## src/rtl/systolic_sched.sv

```systemverilog
// Job sequencer for an NxN output-stationary FP8 systolic array: clear, skewed operand feed, zero-flush, done.
// Optional perf counters (perf_busy_cycles, perf_jobs) are built when SYSTOLIC_SCHED_PERF_EN is defined.
module systolic_sched #(
  parameter int N    = 4,
  parameter int KMAX = 256,
  parameter int KW   = 9
) (
  input  logic           clk,
  input  logic           rst_n,
  input  logic           start,
  input  logic [KW-1:0]  k_len,
  output logic           op_rd_en,
  output logic [KW-1:0]  op_rd_idx,
  input  logic [N*8-1:0] a_col_data,
  input  logic [N*8-1:0] b_row_data,
  output logic           pe_clear,
  output logic [N*8-1:0] arr_a_west,
  output logic [N*8-1:0] arr_b_north,
  output logic           busy,
  output logic           done,
`ifdef SYSTOLIC_SCHED_PERF_EN
  output logic [31:0]    perf_busy_cycles,
  output logic [15:0]    perf_jobs,
`endif
  output logic           res_valid
);

  localparam int FW = $clog2(2 * N);
  localparam logic [FW-1:0] FLUSH_LAST = FW'(2 * N - 2);

  if ((2 ** KW) <= KMAX) begin : g_bad_kw
    $error("KW too narrow to hold KMAX");
  end

  typedef enum logic [2:0] {IDLE, CLEAR, FEED, FLUSH, DONE} state_t;

  state_t        state_q, state_d;
  logic [KW-1:0] k_len_q, k_len_d;
  logic [KW-1:0] op_rd_idx_d;
  logic [FW-1:0] fcnt_q, fcnt_d;
  logic          res_valid_d, rd_v_q, rd_v_d;

  always_comb begin
    state_d     = state_q;
    k_len_d     = k_len_q;
    op_rd_idx_d = op_rd_idx;
    fcnt_d      = fcnt_q;
    rd_v_d      = op_rd_en;
    case (state_q)
      IDLE:  if (start) begin
               state_d = CLEAR;
               k_len_d = k_len;
             end
      CLEAR: if (k_len_q == '0) state_d = FLUSH;
             else begin
               state_d     = FEED;
               op_rd_idx_d = '0;
             end
      FEED:  if (op_rd_idx == k_len_q - KW'(1)) state_d = FLUSH;
             else op_rd_idx_d = op_rd_idx + KW'(1);
      FLUSH: if (fcnt_q == FLUSH_LAST) state_d = DONE;
             else fcnt_d = fcnt_q + FW'(1);
      DONE:  state_d = IDLE;
      default: state_d = IDLE;
    endcase
    if (state_d == FLUSH && state_q != FLUSH) fcnt_d = '0;
    // res_valid is sticky from DONE until the next job's CLEAR
    res_valid_d = res_valid;
    if (state_d == DONE)       res_valid_d = 1'b1;
    else if (state_d == CLEAR) res_valid_d = 1'b0;
  end

  always_ff @(posedge clk or negedge rst_n) begin
    if (!rst_n) begin
      state_q   <= IDLE;
      k_len_q   <= '0;
      op_rd_idx <= '0;
      fcnt_q    <= '0;
      res_valid <= 1'b0;
      pe_clear  <= 1'b0;
      op_rd_en  <= 1'b0;
      busy      <= 1'b0;
      done      <= 1'b0;
      rd_v_q    <= 1'b0;
    end else begin
      state_q   <= state_d;
      k_len_q   <= k_len_d;
      op_rd_idx <= op_rd_idx_d;
      fcnt_q    <= fcnt_d;
      res_valid <= res_valid_d;
      pe_clear  <= (state_d == CLEAR);
      op_rd_en  <= (state_d == FEED);
      busy      <= (state_d != IDLE);
      done      <= (state_d == DONE);
      rd_v_q    <= rd_v_d;
    end
  end

  // Unread cycles present FP8 zero so flushing never disturbs the accumulators
  logic [7:0] a_lane [N];
  logic [7:0] b_lane [N];
  always_comb begin
    for (int i = 0; i < N; i++) begin
      a_lane[i] = rd_v_q ? a_col_data[i*8 +: 8] : 8'h00;
      b_lane[i] = rd_v_q ? b_row_data[i*8 +: 8] : 8'h00;
    end
  end

  assign arr_a_west[7:0]  = a_lane[0];
  assign arr_b_north[7:0] = b_lane[0];

  for (genvar g = 1; g < N; g++) begin : g_skew
    logic [7:0] a_sr_q [g];
    logic [7:0] a_sr_d [g];
    logic [7:0] b_sr_q [g];
    logic [7:0] b_sr_d [g];

    always_comb begin
      a_sr_d[0] = a_lane[g];
      b_sr_d[0] = b_lane[g];
      for (int d = 1; d < g; d++) begin
        a_sr_d[d] = a_sr_q[d-1];
        b_sr_d[d] = b_sr_q[d-1];
      end
    end

    always_ff @(posedge clk or negedge rst_n) begin
      if (!rst_n) begin
        for (int d = 0; d < g; d++) begin
          a_sr_q[d] <= 8'h00;
          b_sr_q[d] <= 8'h00;
        end
      end else begin
        a_sr_q <= a_sr_d;
        b_sr_q <= b_sr_d;
      end
    end

    assign arr_a_west[g*8 +: 8]  = a_sr_q[g-1];
    assign arr_b_north[g*8 +: 8] = b_sr_q[g-1];
  end

`ifdef SYSTOLIC_SCHED_PERF_EN
  logic [31:0] perf_busy_cycles_d;
  logic [15:0] perf_jobs_d;

  always_comb begin
    perf_busy_cycles_d = perf_busy_cycles;
    if (busy && perf_busy_cycles != 32'hFFFF_FFFF) perf_busy_cycles_d = perf_busy_cycles + 32'd1;
    perf_jobs_d = done ? perf_jobs + 16'd1 : perf_jobs;
  end

  always_ff @(posedge clk or negedge rst_n) begin
    if (!rst_n) begin
      perf_busy_cycles <= '0;
      perf_jobs        <= '0;
    end else begin
      perf_busy_cycles <= perf_busy_cycles_d;
      perf_jobs        <= perf_jobs_d;
    end
  end
`endif

endmodule
```

## config.mk

```make
export PLATFORM = sky130hd
export DESIGN_NAME = systolic_sched
export DESIGN_NICKNAME = d
export VERILOG_FILES = /design/src/rtl/systolic_sched.sv
export SDC_FILE = /design/constraint.sdc
export NUM_CORES = 1
export LEC_CHECK = 0
export CAP_MARGIN = 25
export CORE_MARGIN = 5
export CORE_UTILIZATION = 46
export DETAILED_ROUTE_END_ITERATION = 16
export PLACE_DENSITY = 0.8
export SLEW_MARGIN = 10
export SYNTH_ARGS = -nofsm -noshare
export SYNTH_HDL_FRONTEND = slang
export SYNTH_SLANG_ARGS = --single-unit
export TNS_END_PERCENT = 1
```

## constraint.sdc

```tcl
create_clock -name clk -period 3.7 [get_ports clk]
set_input_delay 0.74 -clock clk [delete_from_list [all_inputs] [get_ports clk]]
set_output_delay 0.74 -clock clk [all_outputs]
set_load 0.005 [all_outputs]
```

==> flow_metrics.tcl <==
set metrics [dict create \
    outcome "finished, final reports clean" \
    drive_gt1_share_pct 11.69 \
    grt_usage_pct 17.25 \
    io_pins 154 \
    tns_ns 0 \
    syn2layout_area_growth_pct 45.48 \
    root_buffer "clkbuf_8" \
    cts_setup_buffers 0 \
    crit_top_cell "or3b_2" \
    cts-buffers-inserted 17 \
    min_path_type "in2async" \
    fp.dieW_um 111.3 \
    clk_path_buf_depth 2 \
    drv_cap 0 \
    synth_top_area_share_pct 66.79 \
    wl_per_cell_um 15.43 \
    synth.distinct_cells 52 \
    utilization_pct 67.43 \
    io_buffers 153 \
    fin_crit_sh_pct 79.73 \
    pwr-share-seq_pct 40.4 \
    drtAntennaViolNets 0 \
    grt_pass1_wl_um 17020 \
    dieHeight_um 111.3 \
    path_clk_slew_ns 0.06 \
    slew_viol_final 0 \
    syn_area_sq_um 4721 \
    die_area_sq_um 12390 \
    clock-sinks 126 \
    synth-seq-cells 126 \
    critPathKind "reg2reg" \
    synthCells 363 \
    design_area_sq_um 6868 \
    critPathRequiredTime_ns 4.06 \
    grt_start_max_net_pins 56 \
    p_sw_mw 1.540 \
    switching_share_pct 30.63 \
    start_util_pct 46.35 \
    wl_um 10150 \
    synth_area_leader_cell "dfrtp_1" \
    endpoint_kind "flop" \
    grt_pass1_vias 3457 \
    slowest_stage "or4_4" \
    num_rows 37 \
    hpwl_um 7611 \
    avgSynthCellArea_sq_um 13.00 \
    cts_tree "built" \
    fmax_ghz 0.3390 \
    cp_max_fo 10 \
    rsz0062_at_grt "no" \
    r2r_cells 8 \
    clkLatencyLatePin_ns 0.50 \
    tightestPinTransition_ns 0.7605 \
    drtPass1Iterations 4 \
    vias_per_cell 4.831 \
    leakagePower_nw 3.001 \
    cp.arrival_ns 3.31 \
    p_comb_share_pct 28.8 \
    period_minus_slack_ns 2.950 \
    cts.repair.resized 0 \
    place.gp.congestion 0.8412 \
    synth-seq-area-share_pct 66.79 \
    slew_headroom_pct 49.30 \
    antenna_found_initial 0 \
    drc 0 \
    dpl_cell_area_sq_um 6294 \
    p_int_mw 3.488 \
    postCtsHoldBufs 0 \
    antenna_cells 0 \
    yosys_most_used_dff "dfrtp_1" \
    grt-ovfl-total 0 \
    ys_async_sr_fraction_pct 100.0 \
    drtIter0Drc 164 \
    cts_max_level 4 \
    ys.warnings.count 0 \
    fin_skew_ns 0.008219 \
    nNetsFinal 589 \
    synthTopCellsByArea "dfrtp_1, and2_1, buf_4" \
    power_density_nw_per_um2 732.2 \
    critPathMaxStageDelay_ns 0.62 \
    dr_total_vias 3179 \
    core_area_sq_um 10180 \
    hold_viol_final 0 \
    p_clk_share_pct 30.8 \
    cp-start-kind "flop" \
    synth_fp_nets 443 \
    crit_chain "inv_1 -> ha_1 -> or3b_2 -> or3b_2 -> o31a_1 -> or4_4 -> nor2_8 -> o221ai_1" \
    synth_edf_count 0 \
    setup_violations 0 \
    irDropWorstVdd_mv 0.3442 \
]
## layout by cell type, fill, tap and decap left out, types with 2 or more instances in the layout
cell             count
ha_1                 4
clkinv_8             2
inv_6                5
and2_1              66
a211oi_1             2
o21ai_0              7
inv_1               11
nand2b_1             3
dfrtp_1            126
or4_1                5
and3_1               2
or3_1                5
nand3_1              6
nand2_1             15
nand4_1              4
clkbuf_16           16
buf_4                6
or3b_2               3
o31a_1               2
o221ai_1             3
nor4_1               3
xor2_1               7
a21oi_1              5
inv_8                6
o22ai_1              2
mux2_2               7
nor3_1               7
clkdlybuf4s50_1    152
xnor2_1              6
nor2_1               6
## flip-flops by register name, indices dropped and copies added (netlist names), 3 cells and up
signal,cells
g_skew.a_sr_d,24
g_skew.b_sr_d,24
arr_a_west,16
arr_b_north,16
k_len_q,9
op_rd_idx,9
g_skew.a_sr_q,8
g_skew.b_sr_q,8
fcnt_q,3
state_q,3
## cell usage after synthesis (2+ instances only)
cell	number
or4_1	5
inv_1	11
ha_1	4
o31a_1	2
clkbuf_1	13
dfrtp_1	126
and3_1	2
nand2_1	15
a211oi_1	2
nand3_1	6
nor4_1	3
nand4_1	4
o21ai_0	7
or3b_2	3
nand2b_1	3
nor2_1	6
a21oi_1	5
mux2_2	7
or3_1	5
o22ai_1	2
nor3_1	7
xor2_1	7
buf_4	16
and2_1	66
o221ai_1	3
buf_2	2
xnor2_1	6
## metrics by stage
| stage | setup WS, ns | power (mW) | cells | hold slack (ns) |
|---|---|---|---|---|
| after floorplan | 0.8739 | 2.800 | 363 | 0.3312 |
| after global placement | 0.8894 | 3.450 | 626 | 0.3321 |
| after detailed placement | 0.7797 | 3.522 | 626 | 0.3347 |
| after CTS | 0.7580 | 5.101 | 658 | 0.2581 |
| after global routing | 0.5709 | 5.346 | 658 | 0.2932 |
| final | 0.7502 | 5.029 | 658 | 0.2449 |
## per-layer routing
layer  track usage, %  part of all wire (%)  routed length, um
met4            6.732                   1.5                153
met3            7.478                    11               1067
met5                0                     0                  0
met2            28.75                    50               5078
met1            19.67                    38               3851
## cell type report
class | instances | area [sq um]
clock buffers | 17 | 414.1
fillers | 730 | 3317
repair buffers | 159 | 1587
well taps | 136 | 170.2
inverters | 11 | 41.29
multi-input cells | 194 | 1343
flip-flops and latches | 126 | 3153
clock inverters | 15 | 160.2
## critical path: cells and delay by family, from the launching register on
kind,cells,cell delay [ns]
AOI/OAI and AO/OA,2,0.27
buffers and inverters,1,0.11
adders and majority gates,1,0.20
DFF,1,0.42
and+or+nand+nor,4,1.82
## final timing paths
path / startpoint / end / slack (ns)
hold / removal: rst_n / g_skew[1].b_sr_q[1] / 0.24
max in group asynchronous: rst_n / arr_b_north[28] / 2.73
setup reg to reg: k_len_q[0] / op_rd_idx[8] / 0.75
min in group clk: g_skew[2].b_sr_d[4] / arr_b_north[20] / 0.34
hold reg to reg: g_skew[2].b_sr_d[4] / arr_b_north[20] / 0.34
setup / recovery: k_len_q[0] / op_rd_idx[8] / 0.75
## power by group through the flow
stage | logic [mW] | registers [mW] | clock network (mW)
detailed placement | 1.46 | 2.07 | 0
global route | 1.60 | 2.09 | 1.65
finish | 1.45 | 2.03 | 1.55
CTS | 1.47 | 2.04 | 1.59
global placement | 1.41 | 2.04 | 0
floorplan | 0.821 | 1.98 | 0
## kinds of logic (layout without fill, tap and decap cells)
logic type                 Yosys count  in the layout  synth area share (%)
DFF                                126            126                 66.79
muxes                                8              8                 1.882
AOI/OAI and AO/OA                   36             36                 5.752
and+or+nand+nor                    133            133                 17.20
adders and majority gates            4              4                 1.060
buffers and inverters               43            202                 4.903
xor gates and xnor gates            13             13                 2.412
No activity file was read; power rests on OpenSTA's default activity.
